--- src/rtl/multi_color_centroid_tracker.sv ---
// rtl/multi_color_centroid_tracker.sv - per-colour centroid tracker with shared sequential divider
//
// Purpose: threshold-matches each pixel against NUM_COLORS configurable mean colours and
// accumulates X/Y/count per channel. At frame end, one restoring divider computes every
// channel's centroid in turn.
//
// Ports:
//   iCLK, iRST                 clock, synchronous active-high reset
//   iEN                        accumulate enable (gates matching only)
//   iFVAL                      frame valid; rising = frame start, falling = frame end
//   iDATA_VAL, iDATA           pixel qualifier and {R,G,B} pixel
//   iX_Cont, iY_Cont           pixel column / row
//   iCFG_WE, iCFG_SEL          config write strobe and target channel
//   iCFG_MEAN, iCFG_THRESH     channel mean colour and per-component tolerance
//   oOBJ_VAL                   per-channel object valid for the last completed frame
//   oX_POS, oY_POS             packed centroids, channel k at [k*COORD_W +: COORD_W]
//   oDONE                      one-cycle pulse when all channels have been updated
//   oBUSY                      divider FSM active
//   oOVERRUN                   one-cycle pulse when a frame end is dropped
module multi_color_centroid_tracker #(
  parameter int NUM_COLORS = 2,
  parameter int DATA_W     = 12,
  parameter int COORD_W    = 16,
  parameter int CNT_W      = 24,
  parameter int SUM_W      = 40,
  parameter int MIN_PIXELS = 64,
  localparam int SEL_W     = (NUM_COLORS > 1) ? $clog2(NUM_COLORS) : 1,
  localparam int C_W       = DATA_W / 3
) (
  input  logic                          iCLK,
  input  logic                          iRST,
  input  logic                          iEN,
  input  logic                          iFVAL,
  input  logic                          iDATA_VAL,
  input  logic [DATA_W-1:0]             iDATA,
  input  logic [COORD_W-1:0]            iX_Cont,
  input  logic [COORD_W-1:0]            iY_Cont,
  input  logic                          iCFG_WE,
  input  logic [SEL_W-1:0]              iCFG_SEL,
  input  logic [DATA_W-1:0]             iCFG_MEAN,
  input  logic [C_W-1:0]                iCFG_THRESH,
  output logic [NUM_COLORS-1:0]         oOBJ_VAL,
  output logic [NUM_COLORS*COORD_W-1:0] oX_POS,
  output logic [NUM_COLORS*COORD_W-1:0] oY_POS,
  output logic                          oDONE,
  output logic                          oBUSY,
  output logic                          oOVERRUN
);

  localparam int               BIT_W    = $clog2(SUM_W);
  localparam logic [BIT_W-1:0] LAST_BIT = BIT_W'(SUM_W - 1);
  localparam logic [CNT_W-1:0] MIN_CNT  = CNT_W'(MIN_PIXELS);
  localparam logic [SEL_W-1:0] LAST_CH  = SEL_W'(NUM_COLORS - 1);

  typedef enum logic [2:0] {S_IDLE, S_DIV_X, S_DIV_Y, S_NEXT, S_DONE} state_t;

  function automatic logic [C_W-1:0] abs_diff(input logic [C_W-1:0] a, input logic [C_W-1:0] b);
    return (a >= b) ? (a - b) : (b - a);
  endfunction

  function automatic logic color_match(input logic [DATA_W-1:0] pix,
                                       input logic [DATA_W-1:0] mean,
                                       input logic [C_W-1:0]    thr);
    logic ok;
    ok = 1'b1;
    for (int c = 0; c < 3; c++) begin
      if (abs_diff(pix[c*C_W +: C_W], mean[c*C_W +: C_W]) > thr) ok = 1'b0;
    end
    return ok;
  endfunction

  // Frame edges. The end event is delayed one cycle so the last pixel's accumulate has landed.
  logic fval_q, fval_d, fall_q, fall_d, frame_rise;
  assign frame_rise = iFVAL & ~fval_q;

  always_comb begin
    fval_d = iFVAL;
    fall_d = fval_q & ~iFVAL;
  end

  // Configuration: writes land in staging, staging becomes active at frame start.
  logic [DATA_W-1:0] stg_mean_q [NUM_COLORS], stg_mean_d [NUM_COLORS];
  logic [C_W-1:0]    stg_thr_q  [NUM_COLORS], stg_thr_d  [NUM_COLORS];
  logic [DATA_W-1:0] act_mean_q [NUM_COLORS], act_mean_d [NUM_COLORS];
  logic [C_W-1:0]    act_thr_q  [NUM_COLORS], act_thr_d  [NUM_COLORS];

  always_comb begin
    stg_mean_d = stg_mean_q;
    stg_thr_d  = stg_thr_q;
    act_mean_d = act_mean_q;
    act_thr_d  = act_thr_q;
    if (iCFG_WE && (int'(iCFG_SEL) < NUM_COLORS)) begin
      stg_mean_d[iCFG_SEL] = iCFG_MEAN;
      stg_thr_d[iCFG_SEL]  = iCFG_THRESH;
    end
    if (frame_rise) begin
      act_mean_d = stg_mean_q;
      act_thr_d  = stg_thr_q;
    end
  end

  // Match stage. A pixel in the frame-start cycle already belongs to the new frame,
  // so it is matched against the configuration that is being activated.
  logic [NUM_COLORS-1:0] p_match_q, p_match_d;
  logic [COORD_W-1:0]    p_x_q, p_x_d, p_y_q, p_y_d;

  always_comb begin
    p_x_d = iX_Cont;
    p_y_d = iY_Cont;
    for (int k = 0; k < NUM_COLORS; k++) begin
      p_match_d[k] = iEN & iFVAL & iDATA_VAL &
                     color_match(iDATA,
                                 frame_rise ? stg_mean_q[k] : act_mean_q[k],
                                 frame_rise ? stg_thr_q[k]  : act_thr_q[k]);
    end
  end

  // Accumulators with saturation: any overflow freezes the channel and marks it for the frame.
  logic [SUM_W-1:0]      acc_x_q [NUM_COLORS], acc_x_d [NUM_COLORS];
  logic [SUM_W-1:0]      acc_y_q [NUM_COLORS], acc_y_d [NUM_COLORS];
  logic [CNT_W-1:0]      acc_cnt_q [NUM_COLORS], acc_cnt_d [NUM_COLORS];
  logic [NUM_COLORS-1:0] acc_ovf_q, acc_ovf_d;
  logic [SUM_W:0]        nx_x [NUM_COLORS], nx_y [NUM_COLORS];
  logic [CNT_W:0]        nx_cnt [NUM_COLORS];

  always_comb begin
    acc_x_d   = acc_x_q;
    acc_y_d   = acc_y_q;
    acc_cnt_d = acc_cnt_q;
    acc_ovf_d = acc_ovf_q;
    for (int k = 0; k < NUM_COLORS; k++) begin
      nx_x[k]   = {1'b0, acc_x_q[k]} + (SUM_W+1)'(p_x_q);
      nx_y[k]   = {1'b0, acc_y_q[k]} + (SUM_W+1)'(p_y_q);
      nx_cnt[k] = {1'b0, acc_cnt_q[k]} + (CNT_W+1)'(1);
      if (p_match_q[k]) begin
        if (nx_x[k][SUM_W] || nx_y[k][SUM_W] || nx_cnt[k][CNT_W]) begin
          acc_ovf_d[k] = 1'b1;
        end else begin
          acc_x_d[k]   = nx_x[k][SUM_W-1:0];
          acc_y_d[k]   = nx_y[k][SUM_W-1:0];
          acc_cnt_d[k] = nx_cnt[k][CNT_W-1:0];
        end
      end
    end
    if (frame_rise || fall_q) begin
      for (int k = 0; k < NUM_COLORS; k++) begin
        acc_x_d[k]   = '0;
        acc_y_d[k]   = '0;
        acc_cnt_d[k] = '0;
      end
      acc_ovf_d = '0;
    end
  end

  // Divider operands: captured only when the divider is idle, otherwise the frame is dropped.
  state_t                state_q, state_d;
  logic [SUM_W-1:0]      op_x_q [NUM_COLORS], op_x_d [NUM_COLORS];
  logic [SUM_W-1:0]      op_y_q [NUM_COLORS], op_y_d [NUM_COLORS];
  logic [CNT_W-1:0]      op_cnt_q [NUM_COLORS], op_cnt_d [NUM_COLORS];
  logic [NUM_COLORS-1:0] op_ovf_q, op_ovf_d;

  always_comb begin
    op_x_d   = op_x_q;
    op_y_d   = op_y_q;
    op_cnt_d = op_cnt_q;
    op_ovf_d = op_ovf_q;
    if (fall_q && (state_q == S_IDLE)) begin
      op_x_d   = acc_x_q;
      op_y_d   = acc_y_q;
      op_cnt_d = acc_cnt_q;
      op_ovf_d = acc_ovf_q;
    end
  end

  // Restoring divider step. On the first bit the dividend comes straight from the operand regs.
  logic [SEL_W-1:0]             ch_q, ch_d;
  logic [BIT_W-1:0]             bit_q, bit_d;
  logic [CNT_W-1:0]             rem_q, rem_d, rem_src, rem_step;
  logic [SUM_W-1:0]             qr_q, qr_d, div_src, qr_step;
  logic [COORD_W-1:0]           qx_q, qx_d, qy_q, qy_d;
  logic [CNT_W:0]               rem_sh;
  logic                         div_ge, ch_valid;
  logic [NUM_COLORS-1:0]        obj_val_q, obj_val_d;
  logic [NUM_COLORS*COORD_W-1:0] x_pos_q, x_pos_d, y_pos_q, y_pos_d;

  assign ch_valid = (op_cnt_q[ch_q] >= MIN_CNT) && !op_ovf_q[ch_q];

  always_comb begin
    if (bit_q == '0) begin
      div_src = (state_q == S_DIV_X) ? op_x_q[ch_q] : op_y_q[ch_q];
      rem_src = '0;
    end else begin
      div_src = qr_q;
      rem_src = rem_q;
    end
    rem_sh   = {rem_src, div_src[SUM_W-1]};
    div_ge   = rem_sh >= {1'b0, op_cnt_q[ch_q]};
    // When subtracting, the true remainder is below the divisor, so the low CNT_W bits are exact.
    rem_step = div_ge ? (rem_sh[CNT_W-1:0] - op_cnt_q[ch_q]) : rem_sh[CNT_W-1:0];
    qr_step  = {div_src[SUM_W-2:0], div_ge};
  end

  // FSM: state register is in the sequential block; next-state logic here.
  always_comb begin
    state_d = state_q;
    case (state_q)
      S_IDLE:  if (fall_q) state_d = S_DIV_X;
      S_DIV_X: begin
        if (!ch_valid)              state_d = S_NEXT;
        else if (bit_q == LAST_BIT) state_d = S_DIV_Y;
      end
      S_DIV_Y: if (bit_q == LAST_BIT) state_d = S_NEXT;
      S_NEXT:  state_d = (ch_q == LAST_CH) ? S_DONE : S_DIV_X;
      S_DONE:  state_d = S_IDLE;
      default: state_d = S_IDLE;
    endcase
  end

  // FSM outputs.
  always_comb begin
    oBUSY    = (state_q != S_IDLE);
    oDONE    = (state_q == S_DONE);
    oOVERRUN = fall_q && (state_q != S_IDLE);
  end

  // Divider datapath and result registers.
  always_comb begin
    ch_d      = ch_q;
    bit_d     = bit_q;
    rem_d     = rem_q;
    qr_d      = qr_q;
    qx_d      = qx_q;
    qy_d      = qy_q;
    obj_val_d = obj_val_q;
    x_pos_d   = x_pos_q;
    y_pos_d   = y_pos_q;
    case (state_q)
      S_IDLE: begin
        ch_d  = '0;
        bit_d = '0;
      end
      S_DIV_X, S_DIV_Y: begin
        if (ch_valid) begin
          rem_d = rem_step;
          qr_d  = qr_step;
          if (bit_q == LAST_BIT) begin
            bit_d = '0;
            if (state_q == S_DIV_X) qx_d = qr_step[COORD_W-1:0];
            else                    qy_d = qr_step[COORD_W-1:0];
          end else begin
            bit_d = bit_q + 1'b1;
          end
        end
      end
      S_NEXT: begin
        obj_val_d[ch_q]                   = ch_valid;
        x_pos_d[ch_q*COORD_W +: COORD_W]  = ch_valid ? qx_q : '0;
        y_pos_d[ch_q*COORD_W +: COORD_W]  = ch_valid ? qy_q : '0;
        if (ch_q != LAST_CH) ch_d = ch_q + 1'b1;
      end
      default: ;
    endcase
  end

  always_ff @(posedge iCLK) begin
    if (iRST) begin
      fval_q    <= 1'b0;
      fall_q    <= 1'b0;
      p_match_q <= '0;
      p_x_q     <= '0;
      p_y_q     <= '0;
      acc_ovf_q <= '0;
      op_ovf_q  <= '0;
      for (int k = 0; k < NUM_COLORS; k++) begin
        stg_mean_q[k] <= '0;
        stg_thr_q[k]  <= '0;
        act_mean_q[k] <= '0;
        act_thr_q[k]  <= '0;
        acc_x_q[k]    <= '0;
        acc_y_q[k]    <= '0;
        acc_cnt_q[k]  <= '0;
        op_x_q[k]     <= '0;
        op_y_q[k]     <= '0;
        op_cnt_q[k]   <= '0;
      end
      state_q   <= S_IDLE;
      ch_q      <= '0;
      bit_q     <= '0;
      rem_q     <= '0;
      qr_q      <= '0;
      qx_q      <= '0;
      qy_q      <= '0;
      obj_val_q <= '0;
      x_pos_q   <= '0;
      y_pos_q   <= '0;
    end else begin
      fval_q     <= fval_d;
      fall_q     <= fall_d;
      p_match_q  <= p_match_d;
      p_x_q      <= p_x_d;
      p_y_q      <= p_y_d;
      stg_mean_q <= stg_mean_d;
      stg_thr_q  <= stg_thr_d;
      act_mean_q <= act_mean_d;
      act_thr_q  <= act_thr_d;
      acc_x_q    <= acc_x_d;
      acc_y_q    <= acc_y_d;
      acc_cnt_q  <= acc_cnt_d;
      acc_ovf_q  <= acc_ovf_d;
      op_x_q     <= op_x_d;
      op_y_q     <= op_y_d;
      op_cnt_q   <= op_cnt_d;
      op_ovf_q   <= op_ovf_d;
      state_q    <= state_d;
      ch_q       <= ch_d;
      bit_q      <= bit_d;
      rem_q      <= rem_d;
      qr_q       <= qr_d;
      qx_q       <= qx_d;
      qy_q       <= qy_d;
      obj_val_q  <= obj_val_d;
      x_pos_q    <= x_pos_d;
      y_pos_q    <= y_pos_d;
    end
  end

  assign oOBJ_VAL = obj_val_q;
  assign oX_POS   = x_pos_q;
  assign oY_POS   = y_pos_q;

endmodule

--- config.mk ---
export PLATFORM = sky130hd
export DESIGN_NAME = multi_color_centroid_tracker
export DESIGN_NICKNAME = d
export VERILOG_FILES = /design/src/rtl/multi_color_centroid_tracker.sv
export SDC_FILE = /design/constraint.sdc
export NUM_CORES = 2
export LEC_CHECK = 0
export CORE_MARGIN = 5
export CORE_UTILIZATION = 55
export CTS_CLUSTER_DIAMETER = 80
export DETAILED_ROUTE_END_ITERATION = 10
export PLACE_DENSITY = 0.73
export SYNTH_ARGS = -nofsm -noshare
export SYNTH_HDL_FRONTEND = slang
export SYNTH_SLANG_ARGS = --single-unit
--- constraint.sdc ---
create_clock -name iCLK -period 10.8 [get_ports iCLK]
set_clock_uncertainty 0.15 [all_clocks]
set_input_delay 1.62 -clock iCLK [delete_from_list [all_inputs] [get_ports iCLK]]
set_output_delay 1.62 -clock iCLK [all_outputs]
set_load 0.05 [all_outputs]
==> impl_metrics.env <==
export IMPL_timing_setup_tns_ns=0
export IMPL_critPathKind="flip-flop to flip-flop"
export IMPL_gr_total_overflow=0
export IMPL_slew_viol_final=0
export IMPL_min_path_cells=2
export IMPL_h_tree_depth=3
export IMPL_clkTransAtPathRegs_ns=0.06
export IMPL_wire_per_inst_um=17.7
export IMPL_antenna_diode_count=0
export IMPL_endpoint_kind="flip-flop"
export IMPL_rsz0062_at_grt="false"
export IMPL_crit_arrival_ns=5.82
export IMPL_drt_wl_total_mm=86.4
export IMPL_max_vdd_ir_drop_mv=0.117
export IMPL_start_kind="flip-flop"
export IMPL_hold_path_class="flip-flop to flip-flop"
export IMPL_status="finished, final reports clean"
export IMPL_ys_flop_type="dfxtp_1"
export IMPL_die_w_um=257
export IMPL_place_gp_congestion=0.876
export IMPL_min_period_ns=5.44
export IMPL_routed_via_density=5.73
export IMPL_dpl_hpwl_mm=58.6
export IMPL_post_synth_top_area_fraction=0.412
export IMPL_rows=90
export IMPL_synth_warnings=0
export IMPL_postCtsHoldBufs=0
export IMPL_synth_most_common_cell="nand2_1"
export IMPL_grt_max_degree=175
export IMPL_yosys_area_top_type="dfxtp_1"
export IMPL_io_pins=136
export IMPL_utilization=0.625
export IMPL_syn_inst=4035
export IMPL_ctsRootBufferMaster="clkbuf_16"
export IMPL_grt_first_pass_wirelength_mm=139
export IMPL_max_freq_mhz=184
export IMPL_synth_seq_cells=692
export IMPL_hold_end="op_y_q[7]$_SDFFE_PP0P_"
export IMPL_cts_sinks=692
export IMPL_via_count=27888
export IMPL_ant_nets=0
export IMPL_fp_dieH_um=257
export IMPL_critical_path_startpoint="state_q[0]$_SDFFE_PP0P_"
export IMPL_syn_area_um2=33600
export IMPL_ys_types=71
export IMPL_timing_final_crit_share=0.504
export IMPL_power_density_nw_per_um2=144
export IMPL_cts_buffers=74
export IMPL_grt_use_total=0.252
export IMPL_cts_tree="built"
export IMPL_area_growth_pct=12.3
export IMPL_drt_initial_drc_count=2142
export IMPL_slew_headroom=0.192
export IMPL_total_power_uw=5430
export IMPL_clk_latency_ns=0.62
export IMPL_p_leak_uw=0.0135
export IMPL_setup_viol=0
export IMPL_ys_seq_area_frac=0.412
export IMPL_clk_path_buf_depth=3
export IMPL_finalNetCount=4281
export IMPL_ff2ff_setup_slack_ns=5.36
export IMPL_core_area_um2=60500
export IMPL_ctsResizeCount=0
export IMPL_antenna_found_initial=1
export IMPL_io_buffer_count=135
export IMPL_start_util=0.556
export IMPL_layout_cells_non_filler=4870
export IMPL_timing_rr_start="state_q[0]$_SDFFE_PP0P_"
export IMPL_drive_above_1_share=0.0577
export IMPL_worstMarginPinSlew_ns=1.21
export IMPL_drv_cap=0
export IMPL_path_max_fanout=33
export IMPL_reg2reg_depth=14
export IMPL_die_area_um2=66200
export IMPL_min_from="op_y_q[7]$_SDFFE_PP0P_"
export IMPL_synth_edf_count=0
export IMPL_postCtsSetupRepairBufs=0
export IMPL_synth_area_leaders="dfxtp_1 (41%), nand2_1 (8.0%), a21oi_1 (7.0%), ha_1 (6.1%), nor2_1 (5.4%)"
export IMPL_dp_cells=4739
export IMPL_cp_required_ns=11.18
export IMPL_drc=0
export IMPL_grt_pass1_vias=26175
export IMPL_fillCellCount=5262
export IMPL_reg2reg_to="rem_q[19]$_SDFFE_PP0P_"
export IMPL_holdWs_ns=0.300
export IMPL_synth_nets=4283
export IMPL_ys_top_cells_by_count="nand2_1 (718), dfxtp_1 (692), nor2_1 (481), a21oi_1 (472), clkbuf_1 (204)"
export IMPL_dr_pass1_iters=7
export IMPL_synthArstFlopShare=0
export IMPL_syn_area_per_cell_um2=8.34
export IMPL_hold_viol_final=0
per-stage QoR:
step                instance area, µm²  worst slack (ns)
detailed placement               35400              4.87
CTS                              37800              5.43
floorplan                        33600              5.61
global route                     37800              5.00
finish                           37800              5.36
global placement                 35400              5.09
routing by layer:
metal  vias up  wire, µm  GRT usage
met4         0      2080     0.0647
met1     13177     39800      0.354
met5         -         0          0
li1      13873         -          -
met3       128      5050     0.0426
met2       710     39500      0.407
logic make-up after synthesis:
family | count (synthesis) | synth area share
and+or+nand+nor | 1674 | 0.223
AOI/OAI and AO/OA | 812 | 0.144
DFF | 692 | 0.412
buffers and inverters | 320 | 0.0366
xor gates and xnor gates | 201 | 0.0523
adders and majority gates | 181 | 0.0711
muxes | 155 | 0.0611
power breakdown:
group	switching (µW)	total [µW]	internal, µW
sequential	14.8	2580	2570
clock	1020	2550	1530
combinational	185	300	115
critical path: stages, from the launching register on:
cell,delay [ns]
dfxtp_1,0.54
nor3b_2,0.24
buf_4,0.40
mux4_2,0.55
mux2i_1,0.33
ha_1,0.27
inv_1,0.05
a21o_1,0.18
a221oi_1,0.40
o21ai_0,0.28
a21oi_1,0.37
o21a_1,0.98
and4_1,0.42
a22oi_1,0.09
o21ai_0,0.08
how the worst max path moves through the flow:
stage,end,slack (ns),cells past startpoint
final,rem_q[19]$_SDFFE_PP0P_,5.36,14
after global routing,rem_q[23]$_SDFFE_PP0P_,5.00,14
after CTS,rem_q[19]$_SDFFE_PP0P_,5.43,14
after detailed placement,p_match_q[0]$_SDFF_PP0_,4.87,18
after global placement,p_match_q[1]$_SDFF_PP0_,5.09,18
after floorplan,p_match_q[0]$_SDFF_PP0_,5.61,18
placed cells by master, fill, tap and decap left out, drive strengths merged, types with 6 or more instances in the layout:
cell	synthesis	layout
o21a	28	28
nand4	38	38
o31ai	9	9
mux2i	112	112
a22oi	6	6
o21bai	9	9
nor3b	10	10
and2	40	40
a31oi	6	6
nor4b	12	12
bufinv	0	6
ha	164	164
and4	21	21
nand3	70	70
or2	8	8
xnor2	146	146
nor2	481	481
o211ai	12	12
buf	35	27
mux4	40	40
nor2b	59	59
a21oi	472	472
and3	32	32
fa	17	17
xor2	55	55
nor4	54	54
a21o	49	49
clkdlybuf4s50	0	134
inv	81	84
clkinv	0	8
nand2	718	718
dfxtp	692	692
a211oi	104	104
or3	13	13
a41oi	8	8
nand2b	27	27
o21ai	70	70
clkbuf	204	112
nor3	84	84
final cells by class:
class / instances / area (µm²) / area share
Clock buffer: 112 / 2170 / 0.0573
Tap cell: 782 / 978 / 0.0259
Sequential cell: 692 / 13900 / 0.367
Inverter: 81 / 304 / 0.00805
Multi-Input combinational cell: 3023 / 18700 / 0.494
Timing Repair Buffer: 161 / 1560 / 0.0414
Clock inverter: 19 / 262 / 0.00692
sequential cells by signal (all words and copies together) (netlist names), 32 cells and up:
signal	flops
acc_cnt_q	48
acc_y_q	80
op_cnt_q	48
qr_q	40
op_y_q	80
oY_POS	32
op_x_q	80
acc_x_q	80
oX_POS	32
No activity file was read; power rests on OpenSTA's default activity.
